### src/rtl/video_timing_tracker.sv
// Raster tracker: turns active-low hsync/vsync into counterX/counterY, aligns RGB,
// classifies 240p vs 480-line sources and flags hsync loss. TIMING_STATS_EN adds debug length outputs.
module video_timing_tracker #(
  parameter int H_TIMEOUT     = 4096,
  parameter int LD_THRESHOLD  = 300,
  parameter int STABLE_FRAMES = 2
) (
  input  logic        clock,
  input  logic        reset,
  input  logic        hsync_n,
  input  logic        vsync_n,
  input  logic [7:0]  R_in,
  input  logic [7:0]  G_in,
  input  logic [7:0]  B_in,
  output logic [7:0]  R,
  output logic [7:0]  G,
  output logic [7:0]  B,
  output logic [11:0] counterX,
  output logic [11:0] counterY,
  output logic        line_doubler,
  output logic        frame_start,
  output logic        signal_lost
`ifdef TIMING_STATS_EN
  ,
  output logic [11:0] line_length,
  output logic [11:0] frame_lines
`endif
);

  localparam int          TW     = $clog2(H_TIMEOUT + 1);
  localparam logic [TW-1:0] TO_MAX = TW'(H_TIMEOUT);
  localparam logic [12:0] LD_TH  = 13'(LD_THRESHOLD);
  localparam logic [1:0]  STAB   = 2'(STABLE_FRAMES);
  localparam logic [11:0] CMAX   = 12'hFFF;

  logic          hs1, hs2, vs1, vs2;
  logic          h_edge, v_edge, y_reset;
  logic [23:0]   px1;
  logic          vs_pending;
  logic [12:0]   lines;
  logic          is_240;
  logic          seen_frame, prev_cls;
  logic [1:0]    stab_cnt, stab_next;
  logic [TW-1:0] to_cnt;

  always_ff @(posedge clock or posedge reset) begin
    if (reset) begin
      hs1 <= 1'b0;
      hs2 <= 1'b0;
      vs1 <= 1'b0;
      vs2 <= 1'b0;
    end else begin
      hs1 <= hsync_n;
      hs2 <= hs1;
      vs1 <= vsync_n;
      vs2 <= vs1;
    end
  end

  assign h_edge  = hs2 & ~hs1;
  assign v_edge  = vs2 & ~vs1;
  assign y_reset = h_edge & (vs_pending | v_edge);

  // Two-deep pixel pipe matches the two-stage sync path feeding the counters.
  always_ff @(posedge clock or posedge reset) begin
    if (reset) begin
      px1       <= '0;
      {R, G, B} <= '0;
    end else begin
      px1       <= {R_in, G_in, B_in};
      {R, G, B} <= px1;
    end
  end

  always_ff @(posedge clock or posedge reset) begin
    if (reset) begin
      counterX    <= '0;
      counterY    <= '0;
      vs_pending  <= 1'b0;
      frame_start <= 1'b0;
    end else begin
      frame_start <= 1'b0;
      if (h_edge)               counterX <= '0;
      else if (counterX != CMAX) counterX <= counterX + 12'd1;

      if (h_edge)      vs_pending <= 1'b0;
      else if (v_edge) vs_pending <= 1'b1;

      if (y_reset) begin
        counterY    <= '0;
        frame_start <= 1'b1;
      end else if (h_edge && counterY != CMAX) begin
        counterY <= counterY + 12'd1;
      end
    end
  end

  assign lines  = {1'b0, counterY} + 13'd1;
  assign is_240 = lines < LD_TH;

  always_comb begin
    stab_next = 2'd1;
    if (stab_cnt != 2'd0 && is_240 == prev_cls)
      stab_next = (stab_cnt == 2'd3) ? 2'd3 : stab_cnt + 2'd1;
  end

  // The first counterY reset after reset closes a partial frame, so it only arms detection.
  always_ff @(posedge clock or posedge reset) begin
    if (reset) begin
      seen_frame   <= 1'b0;
      prev_cls     <= 1'b0;
      stab_cnt     <= '0;
      line_doubler <= 1'b0;
    end else if (y_reset) begin
      if (!seen_frame) begin
        seen_frame <= 1'b1;
      end else begin
        stab_cnt <= stab_next;
        prev_cls <= is_240;
        if (stab_next >= STAB) line_doubler <= is_240;
      end
    end
  end

  always_ff @(posedge clock or posedge reset) begin
    if (reset) begin
      to_cnt      <= '0;
      signal_lost <= 1'b0;
    end else if (h_edge) begin
      to_cnt      <= '0;
      signal_lost <= 1'b0;
    end else if (to_cnt != TO_MAX) begin
      to_cnt <= to_cnt + 1'b1;
      if (to_cnt + 1'b1 == TO_MAX) signal_lost <= 1'b1;
    end
  end

`ifdef TIMING_STATS_EN
  always_ff @(posedge clock or posedge reset) begin
    if (reset) begin
      line_length <= '0;
      frame_lines <= '0;
    end else begin
      if (h_edge)  line_length <= (counterX == CMAX) ? CMAX : counterX + 12'd1;
      if (y_reset) frame_lines <= lines[12] ? CMAX : lines[11:0];
    end
  end
`endif

endmodule

### config.mk
export PLATFORM = sky130hd
export DESIGN_NAME = video_timing_tracker
export DESIGN_NICKNAME = d
export VERILOG_FILES = /design/src/rtl/video_timing_tracker.sv
export SDC_FILE = /design/constraint.sdc
export NUM_CORES = 1
export LEC_CHECK = 0
export CAP_MARGIN = 15
export CORE_MARGIN = 2
export CORE_UTILIZATION = 35
export CTS_CLUSTER_DIAMETER = 150
export DETAILED_ROUTE_END_ITERATION = 10
export DONT_BUFFER_PORTS = 1
export HOLD_SLACK_MARGIN = 0.1
export REMOVE_ABC_BUFFERS = 1
export SYNTH_ARGS = -nofsm -noshare
export SYNTH_HDL_FRONTEND = slang
export SYNTH_SLANG_ARGS = --single-unit
### constraint.sdc
create_clock -name clock -period 2.7 [get_ports clock]
set_input_delay 0.405 -clock clock [delete_from_list [all_inputs] [get_ports clock]]
set_output_delay 0.405 -clock clock [all_outputs]
set_load 0.01 [all_outputs]
== Word level (Yosys, flattened, before mapping) ==
Index checks and enable logic that the tools add are counted.

* Register bits after elaboration: 97
* Bits of input ports: 28
* Output and inout port bits: 51
* Word-level logic and storage cells: 62

* Add/sub/neg operators: 5
* $lt $le $gt $ge: 2
* Equal/unequal tests: 6
* Muxes and demuxes: 14
* Bitwise gates (word level): 6
* Reduce and logical (&&, ||, !) cells: 11

{| class="wikitable"
|+ Operator list
! operator !! number
|-
| 2-to-1 mux 12 bit || 4
|-
| 2-to-1 mux 13 bit || 2
|-
| adder 12 x 1 -> 12 bit, second input constant || 2
|-
| inequality test 12 bit, second input constant || 2
|-
| adder 12 x 1 -> 13 bit, second input constant || 1
|-
| adder 13 x 1 -> 13 bit, second input constant || 1
|-
| == test 13 bit, second input constant || 1
|-
| < comparator 13 x 9 -> 1 bit, second input constant || 1
|-
| inequality test 13 bit, second input constant || 1
|-
| nonzero test 2 bit || 6
|-
| 2-to-1 mux 1 bit || 6
|-
| 2-to-1 mux 2 bit || 2
|-
| AND reduction 2 bit || 2
|-
| AND 1 bit || 3
|-
| AND reduction 3 bit || 1
|-
| adder 2 x 1 -> 2 bit, second input constant || 1
|-
| == test 2 bit, second input constant || 1
|-
| >= comparator 2 bit, second input constant || 1
|-
| logical AND 1 bit || 2
|-
| NOT 1 bit || 2
|-
| == test 1 bit || 1
|-
| bitwise OR 1 bit || 1
|}

== Logic depth before layout (Yosys ltp) ==
Gate-level depths: netlist of the first run.

* Depth in word-level cells: 7
* Gate-level depth with buffers: 9
* Depth with buffers taken out: 7

== Worst setup path before layout of the first run ==
Ideal clock, no wire load.

* Kind: register -> register
* From: reg counterY[0]
* To: reg counterY[7]
* Library setup time: 0.133 ns
* Arrival time: 2.034 ns
* Required time: 2.567 ns
* Path slack: 0.533 ns
* Cell stages (with the launch flop): 10
* Path buffers: 2
* Period minus slack after synthesis: 2.167 ns
* Cells stage by stage: dfrtp_1 ha_1 buf_2 nand3_1 or4_4 and3_1 buf_6 and2_4 o21ai_1 o31ai_1

* Cells in the longest elaborated chain, start to end: 3
* Elaborated cells on any way between the ends: 6
* Classes of those cells: add/sub: 1; eq/ne: 1; mux: 2; reduce/logical: 2

{| class="wikitable"
|+ Ends and longest elaborated chain
! item !! RTL line !! source
|-
| start, declared || 19 || <nowiki>output logic [11:0] counterY,</nowiki>
|-
| start signal, assigned || 93 || <nowiki>counterY <= counterY + 12'd1;</nowiki>
|-
| adder 12 x 1 -> 12 bit or inequality test 12 bit (tied branches) || 93, 92 ||
|-
| 2-to-1 mux 12 bit or logical AND 1 bit (tied branches) || 92 || <nowiki>end else if (h_edge && counterY != CMAX) begin</nowiki>
|-
| 2-to-1 mux 12 bit or nonzero test 2 bit (tied branches) || n/a ||
|}

Several ways; a longest one is shown, not always the timed one. The select of a mux whose other input is x is not followed.
A chain may end at the register's enable or synchronous reset.

== Worst setup path after layout of the first run ==
Ends and elaborated chain as after synthesis.

==> results of run 1 <==
[layout make-up]
| class | count | area (µm²) | share of cell area, % |
|---|---|---|---|
| Sequential cell | 97 | 2430 | 54.6 |
| Clock inverter | 7 | 95.1 | 2.14 |
| Tap cell | 140 | 175 | 3.94 |
| Clock buffer | 9 | 124 | 2.78 |
| Multi-Input combinational cell | 216 | 1290 | 29.0 |
| Timing Repair Buffer | 30 | 305 | 6.86 |
| Inverter | 8 | 32.5 | 0.731 |
[kinds of logic (layout without fill, tap and decap cells)]
family	Yosys count	count (layout)	share of synthesized area [%]
AOI/OAI and AO/OA	55	55	9.22
xor gates and xnor gates	21	21	5.02
adders and majority gates	4	4	1.31
buffers and inverters	19	54	2.56
DFF	97	97	63.6
muxes	4	4	1.08
and+or+nand+nor	132	132	17.2
[timing repair]
item                                   4_1_cts  5_1_grt
endpoints found under the hold margin       81        0
hold buffers                                27        0
resized for setup                            0        0
[through the flow]
stage	TNS [ns]	instances	power [mW]
finish	0	507	2.98
floorplan	-23.16	321	1.87
global route	0	507	3.15
detailed placement	0	464	1.96
global placement	0	464	1.95
CTS	0	507	3.03
[path summary, 6_finish.rpt]
path | from | endpoint | slack, ns | cells past startpoint
worst max-delay path | counterY[0]$_DFFE_PP0P_ | counterY[7]$_DFFE_PP0P_ | 0.29 | 7
worst min-delay path | px1[6]$_DFF_PP0_ | B[6]$_DFF_PP0_ | 0.34 | 0
worst max register to register | counterY[0]$_DFFE_PP0P_ | counterY[7]$_DFFE_PP0P_ | 0.29 | 7
worst min register to register | px1[6]$_DFF_PP0_ | B[6]$_DFF_PP0_ | 0.34 | 0
max in group asynchronous | reset | hs2$_DFF_PP0_ | 1.38 | 3
min in group asynchronous | reset | px1[19]$_DFF_PP0_ | 0.63 | 2
[layer usage]
metal  wire (µm)  share of wire, %  vias to the layer above
met3         549               7.4                       11
met4         153               2.1                        0
met1        3160                43                     1255
met5           0                 0                        -
li1            -                 -                     1207
met2        3550                48                       71
[sequential cells by signal, summed over array words and instances, names as in the netlist, 2 cells and up]
name,flops
B,8
G,8
R,8
counterX,12
counterY,12
px1,24
stab_cnt,2
to_cnt,13
[cells in the final DEF, fill, tap and decap left out, drive strengths merged, types with 2 or more instances in the layout]
cell type / Yosys / routed
dfrtp: 97 / 97
nor2: 43 / 43
dlygate4sd3: 0 / 27
nand2: 26 / 26
nand3: 25 / 25
o21ai: 23 / 23
xor2: 14 / 14
a21oi: 12 / 12
inv: 8 / 12
clkbuf: 4 / 9
nor3: 8 / 8
xnor2: 7 / 7
and3: 4 / 4
o31ai: 4 / 4
ha: 4 / 4
nand4: 4 / 4
nor2b: 3 / 3
nor4b: 3 / 3
or2: 3 / 3
mux2i: 3 / 3
and2: 3 / 3
buf: 7 / 3
a31oi: 2 / 2
nand2b: 2 / 2
nor4: 2 / 2
or3: 2 / 2
a22o: 2 / 2
a221oi: 2 / 2
clkinv: 0 / 2
[power by group through the flow]
stage | combinational (mW) | sequential, mW | clock, mW
after global placement | 0.233 | 1.71 | 0
after CTS | 0.274 | 1.69 | 1.07
after floorplan | 0.183 | 1.69 | 0
final | 0.269 | 1.69 | 1.02
after global routing | 0.317 | 1.71 | 1.13
after detailed placement | 0.242 | 1.72 | 0
[Yosys cell counts, types with 2 or more instances]
cell type / count
nand3_2: 2
nand2_1: 26
nor2b_1: 3
dfrtp_1: 97
a21oi_1: 11
buf_6: 2
nand3_1: 23
clkbuf_1: 4
nor4_1: 2
a31oi_1: 2
a22o_1: 2
and2_1: 2
nand2b_1: 2
and3_1: 4
inv_1: 8
buf_2: 3
xnor2_1: 6
ha_1: 4
xor2_1: 14
nor2_1: 43
mux2i_1: 3
or3_1: 2
or2_2: 3
o21ai_0: 17
nor4b_1: 3
nand4_1: 3
o31ai_1: 4
o21ai_1: 6
nor3_1: 7
buf_4: 2
[critical path: cells and delay by family, from the launching register on]
family,cells,cell delay [ns]
compound gates,2,0.20
simple gates,4,1.18
flops,1,0.51
fa+ha+maj,1,0.39
==> results.tsv, run 1 <==
stage	metric	value	unit
synthesis	synth_cells	332	
die	core_region_area	0.0107	mm²
layout	diodes	0	
placed_design	gp_congestion	0.786	
global_routing	grt_max_degree	57	
detailed_routing	routedWlPerCell	14.6	µm
flow_run	maxCapViolations	0	
clocking	post_cts_buffers	0	
power	pwr-share-comb	9.0	%
power	p_clk_share	34.4	%
global_routing	first_global_vias	2596	
global_routing	use_met1	16.9	%
layout	nets	394	
synthesis	synth_warnings	0	
die	die_area	0.0117	mm²
timing	slew_headroom	55.0	%
clocking	path_clk_slew	0.11	ns
clocking	cts-root-buf	clkbuf_8	
power	powerDensity	670	mW/mm²
placed_design	io_buffers	0	
synthesis	ys_types	52	
synthesis	synth_area_leaders	dfrtp_1, nor2_1, xor2_1	
timing	setup-violations-final	0	
placed_design	place_area	0.00396	mm²
layout	final_area	0.00445	mm²
layout	final_core_util	41.4	%
global_routing	grt-busiest-layer	met2	
die	io_pins	79	
global_routing	grt_util_met3	4.88	%
detailed_routing	ant_nets	0	
worst_setup_path	cpMaxStageDelayCell	or4_4	
synthesis	synth_ff_type	dfrtp_1	
synthesis	async_flop_share	100	%
placed_design	post-place-ws	0.315	ns
die	rows	38	
synthesis	syn_avg_cell_area	11.5	µm²
global_routing	grt_use_met2	21.9	%
clocking	numCtsBuffers	9	
timing	fin_crit	2.41	ns
worst_setup_path	critPathLaunchType	flop	
timing	timing.final.crit_share	89.4	%
global_routing	grt-ovfl-total	0	
detailed_routing	firstDrtPassIters	5	
clocking	clockBufferDepth	2	
layout	fill_cells	1018	
die	fp.dieH	108	µm
timing	rsz0062_at_grt	false	
timing	max_freq	0.414	GHz
detailed_routing	drt-total-wl	7410	µm
power	peakVddDrop	0.354	mV
timing	fin_skew	0.0137	ns
layout	area_growth	16.6	%
timing	max_slew.worst_pin.slew	0.676	ns
synthesis	synth.yosys.seq_area_share	63.6	%
worst_setup_path	critPathRequiredTime	2.94	ns
detailed_routing	drt_iter0_markers	181	
synthesis	syn_area	0.00381	mm²
power	sequentialPowerShare	56.6	%
global_routing	antenna_found_initial	0	
timing	drv_slew	0	
worst_setup_path	path_cells	ha_1 > nand3_1 > or4_4 > and3_1 > and2_4 > o21ai_1 > o31ai_1	
timing	setup_slack	0.287	ns
clocking	insertion_delay	0.37	ns
worst_setup_path	cpPeakStageDelay	0.53	ns
synthesis	synth.largest_area_cell	dfrtp_1	
power	p_switching	839	µW
worst_setup_path	worstSetupEndpointType	flop	
clocking	cts_sinks	97	
power	p_leak	1.91	nW
synthesis	synth-seq-cells	97	
worst_setup_path	crit_path_max_fanout	9	
worst_hold_path	hold_path_class	reg -> reg	
die	die_x	108	µm
global_routing	track_usage	13.8	%
timing	hold_slack	0.340	ns
synthesis	synth.top_cell.area_share	63.6	%
detailed_routing	dr_total_vias	2544	
synthesis	synth_edf_count	0	
power	switching_share	28.2	%
clocking	cts_tree	built	
detailed_routing	vias_per_cell	5.02	
outcome	status	completed	
layout	drive_gt1_share	9.81	%
timing	hold_viol_final	0	
global_routing	grt_pass1_wl	12600	µm
die	start_util	35.5	%
clocking	htreeDepth	3	
power	p_int	2.14	mW
detailed_routing	drc	0	
placed_design	dpl.hpwl	4900	µm
worst_setup_path	criticalPathCategory	reg -> reg	
worst_setup_path	worstPathArrival	2.66	ns
Power figures use the tool's default switching activity.
==> run 2, diff against run 1 <==
GPL_ROUTABILITY_DRIVEN = 1   (was unset)
==> results of run 2 <==
Final layout, timing and power as in run 1 (identical DEF).
==> run 3, diff against run 2 <==
PLACE_DENSITY = 0.55   (was unset)
==> run 3 against run 2 <==
Clock power down 15%. Clock-buffer cell count up 2. Die area unchanged. Core utilization down 0.44 points. Wire length down 1.0%.
==> results.tsv, run 3 (synthesized netlist as in run 1, its figures left out) <==
stage	metric	value	unit	change
layout	largestRegisters	px1 (24), to_cnt (13)		
layout	final_common_cell	dfrtp_1		
layout	largest_reg_flops	24		unchanged
timing	slew_headroom	54.6	%	-0.31 points
clocking	cts-root-buf	clkbuf_8		
timing	drv_slew	0		unchanged
power	p_clk_share	30.6	%	-3.8 points
clocking	path_clk_slew	0.10	ns	about the same
detailed_routing	firstDrtPassIters	4		-1
clocking	htreeDepth	3		unchanged
placed_design	gp_congestion	0.848		+7.9%
global_routing	first_global_vias	2352		-9.4%
worst_setup_path	r2r_start	counterY[0]$_DFFE_PP0P_		
timing	max_freq	0.412	GHz	-0.72%
clocking	numCtsBuffers	9		unchanged
worst_setup_path	critPathLaunchType	flop		
placed_design	dp_cells	465		+0.22%
power	p_int	2.03	mW	-5.2%
detailed_routing	routedWlPerCell	14.4	µm	-1.2%
die	rows	38		unchanged
power	sequentialPowerShare	60.2	%	+3.6 points
worst_setup_path	cp-endpoint	counterY[7]$_DFFE_PP0P_		
detailed_routing	dr_wl_met3	375	µm	-32%
worst_hold_path	hp-start	px1[7]$_DFF_PP0_		
global_routing	antenna_found_initial	0		unchanged
timing	fin_crit	2.43	ns	+0.0174 ns
global_routing	grt_pass1_wl	11900	µm	-5.5%
detailed_routing	drt_iter0_markers	142		-22%
timing	rsz0062_at_grt	false		
layout	final_core_util	41.0	%	-0.44 points
timing	setup_slack	0.270	ns	-0.0174 ns
worst_setup_path	cpMaxStageDelayCell	or4_4		
clocking	cts_resized	0		unchanged
timing	timing.final.crit_share	90.0	%	+0.65 points
detailed_routing	met2_wirelength	3730	µm	+5.3%
worst_setup_path	ff2ff_path_depth	7		unchanged
outcome	status	completed		
layout	top_register	px1		
clocking	clockBufferDepth	2		unchanged
power	powerDensity	639	mW/mm²	-4.6%
worst_setup_path	worstSetupEndpointType	flop		
layout	layout_common_cells	dfrtp_1, nor2_1, dlygate4sd3_1, nand2_1, nand3_1		
clocking	insertion_delay	0.36	ns	about the same
detailed_routing	drt-total-wl	7340	µm	-1.0%
timing	hold_viol_final	0		unchanged
power	p_leak	1.88	nW	-1.3%
timing	max_slew.worst_pin.slew	0.680	ns	+0.00467 ns
worst_setup_path	cpPeakStageDelay	0.53	ns	about the same
placed_design	post-place-ws	0.289	ns	-0.0262 ns
die	fp.dieH	108	µm	unchanged
placed_design	io_buffers	0		unchanged
power	peakVddDrop	0.338	mV	-4.5%
power	pwr-share-comb	9.2	%	+0.2 points
power	report.power.total	2.81	mW	-5.6%
worst_setup_path	critPathRequiredTime	2.94	ns	about the same
detailed_routing	dr.max_layer_used	met4		
worst_hold_path	hold_path_class	reg -> reg		
worst_setup_path	path_cells	ha_1 > nand3_1 > or4_4 > and3_1 > and2_4 > o21ai_1 > o31ai_1		
die	start_util	35.5	%	unchanged
flow_run	maxCapViolations	0		unchanged
die	core_region_area	0.0107	mm²	unchanged
placed_design	dpl.hpwl	4890	µm	-0.16%
global_routing	grt-ovfl-total	0		unchanged
detailed_routing	dr_total_vias	2485		-2.3%
worst_setup_path	crit_path_max_fanout	9		unchanged
global_routing	grt_max_degree	57		unchanged
die	io_pins	79		unchanged
clocking	cts_tree	built		
timing	fin_skew	0.0106	ns	-0.00304 ns
global_routing	track_usage	13.4	%	-0.42 points
timing	setup-violations-final	0		unchanged
worst_setup_path	r2r-end	counterY[7]$_DFFE_PP0P_		
detailed_routing	ant_nets	0		unchanged
power	switching_share	27.9	%	-0.28 points
die	die_x	108	µm	unchanged
layout	drive_gt1_share	9.51	%	-0.30 points
layout	stdcell_count	508		+0.20%
power	p_switching	784	µW	-6.5%
clocking	post_cts_buffers	0		unchanged
clocking	cts_sinks	97		unchanged
layout	diodes	0		unchanged
timing	tns	0	ns	unchanged
detailed_routing	vias_per_cell	4.89		-2.5%
detailed_routing	met1_length	3090	µm	-2.3%
worst_setup_path	worstPathArrival	2.67	ns	about the same
worst_setup_path	cp-startpoint	counterY[0]$_DFFE_PP0P_		
die	die_area	0.0117	mm²	unchanged
detailed_routing	drc	0		unchanged
layout	area_growth	15.4	%	
layout	nets	395		+0.25%
worst_setup_path	criticalPathCategory	reg -> reg		
worst_setup_path	reg2reg_setup_slack	0.27	ns	-0.02 ns
[run 3: cell count changes in the layout (fill, tap and decap cells not counted)]
cell        change
clkinvlp_4      +1
inv_8           -1
buf_12          -1
bufinv_16       -1
buf_4           +2
clkinv_8        -1
clkbuf_1        +2
[run 3: worst min path at each step]
stage | to | slack [ns] | depth (start not counted)
floorplan | B[0]$_DFF_PP0_ | 0.33 | 0
global placement | B[7]$_DFF_PP0_ | 0.33 | 0
detailed placement | B[1]$_DFF_PP0_ | 0.34 | 0
CTS | B[7]$_DFF_PP0_ | 0.35 | 0
global route | G[3]$_DFF_PP0_ | 0.35 | 0
finish | B[7]$_DFF_PP0_ | 0.35 | 0
[run 3: layout make-up]
class                   count  area, µm²
fillers                  1050       6340
flip-flops and latches     97       2430
multi-input cells         216       1290
repair buffers             31        300
well taps                 140        175
clock buffers              11        131
clock inverters             5       45.0
inverters                   8       32.5
[run 3: what timing repair did]
action / CTS / global route
setup endpoints to repair: 0 / 0
hold endpoints to repair: 80 / 0
hold buffers: 27 / 0
[run 3: per-stage QoR]
| stage | hold WS (ns) | instance area, µm² |
|---|---|---|
| after floorplan | 0.331 | 3750 |
| after global placement | 0.331 | 3950 |
| after detailed placement | 0.336 | 3950 |
| after CTS | 0.349 | 4400 |
| after global routing | 0.352 | 4400 |
| final | 0.354 | 4400 |
[run 3: per-layer routing]
metal / vias up / track usage [%]
met5: - / 0
met4: 0 / 6.68
met3: 10 / 4.94
met2: 52 / 22.4
met1: 1222 / 15.0
li1: 1201 / -
[run 3: critical path: cells and delay by family, from the launching register on]
kind            cells  cell delay [ns]
compound gates      2             0.19
fa+ha+maj           1             0.38
simple gates        4             1.21
flops               1             0.52
[run 3: power by group through the flow]
stage | clock network (mW) | logic [mW] | registers [mW]
after CTS | 0.919 | 0.264 | 1.69
final | 0.862 | 0.258 | 1.69
after global routing | 0.979 | 0.297 | 1.71
after global placement | 0 | 0.224 | 1.72
after detailed placement | 0 | 0.231 | 1.72
after floorplan | 0 | 0.183 | 1.69
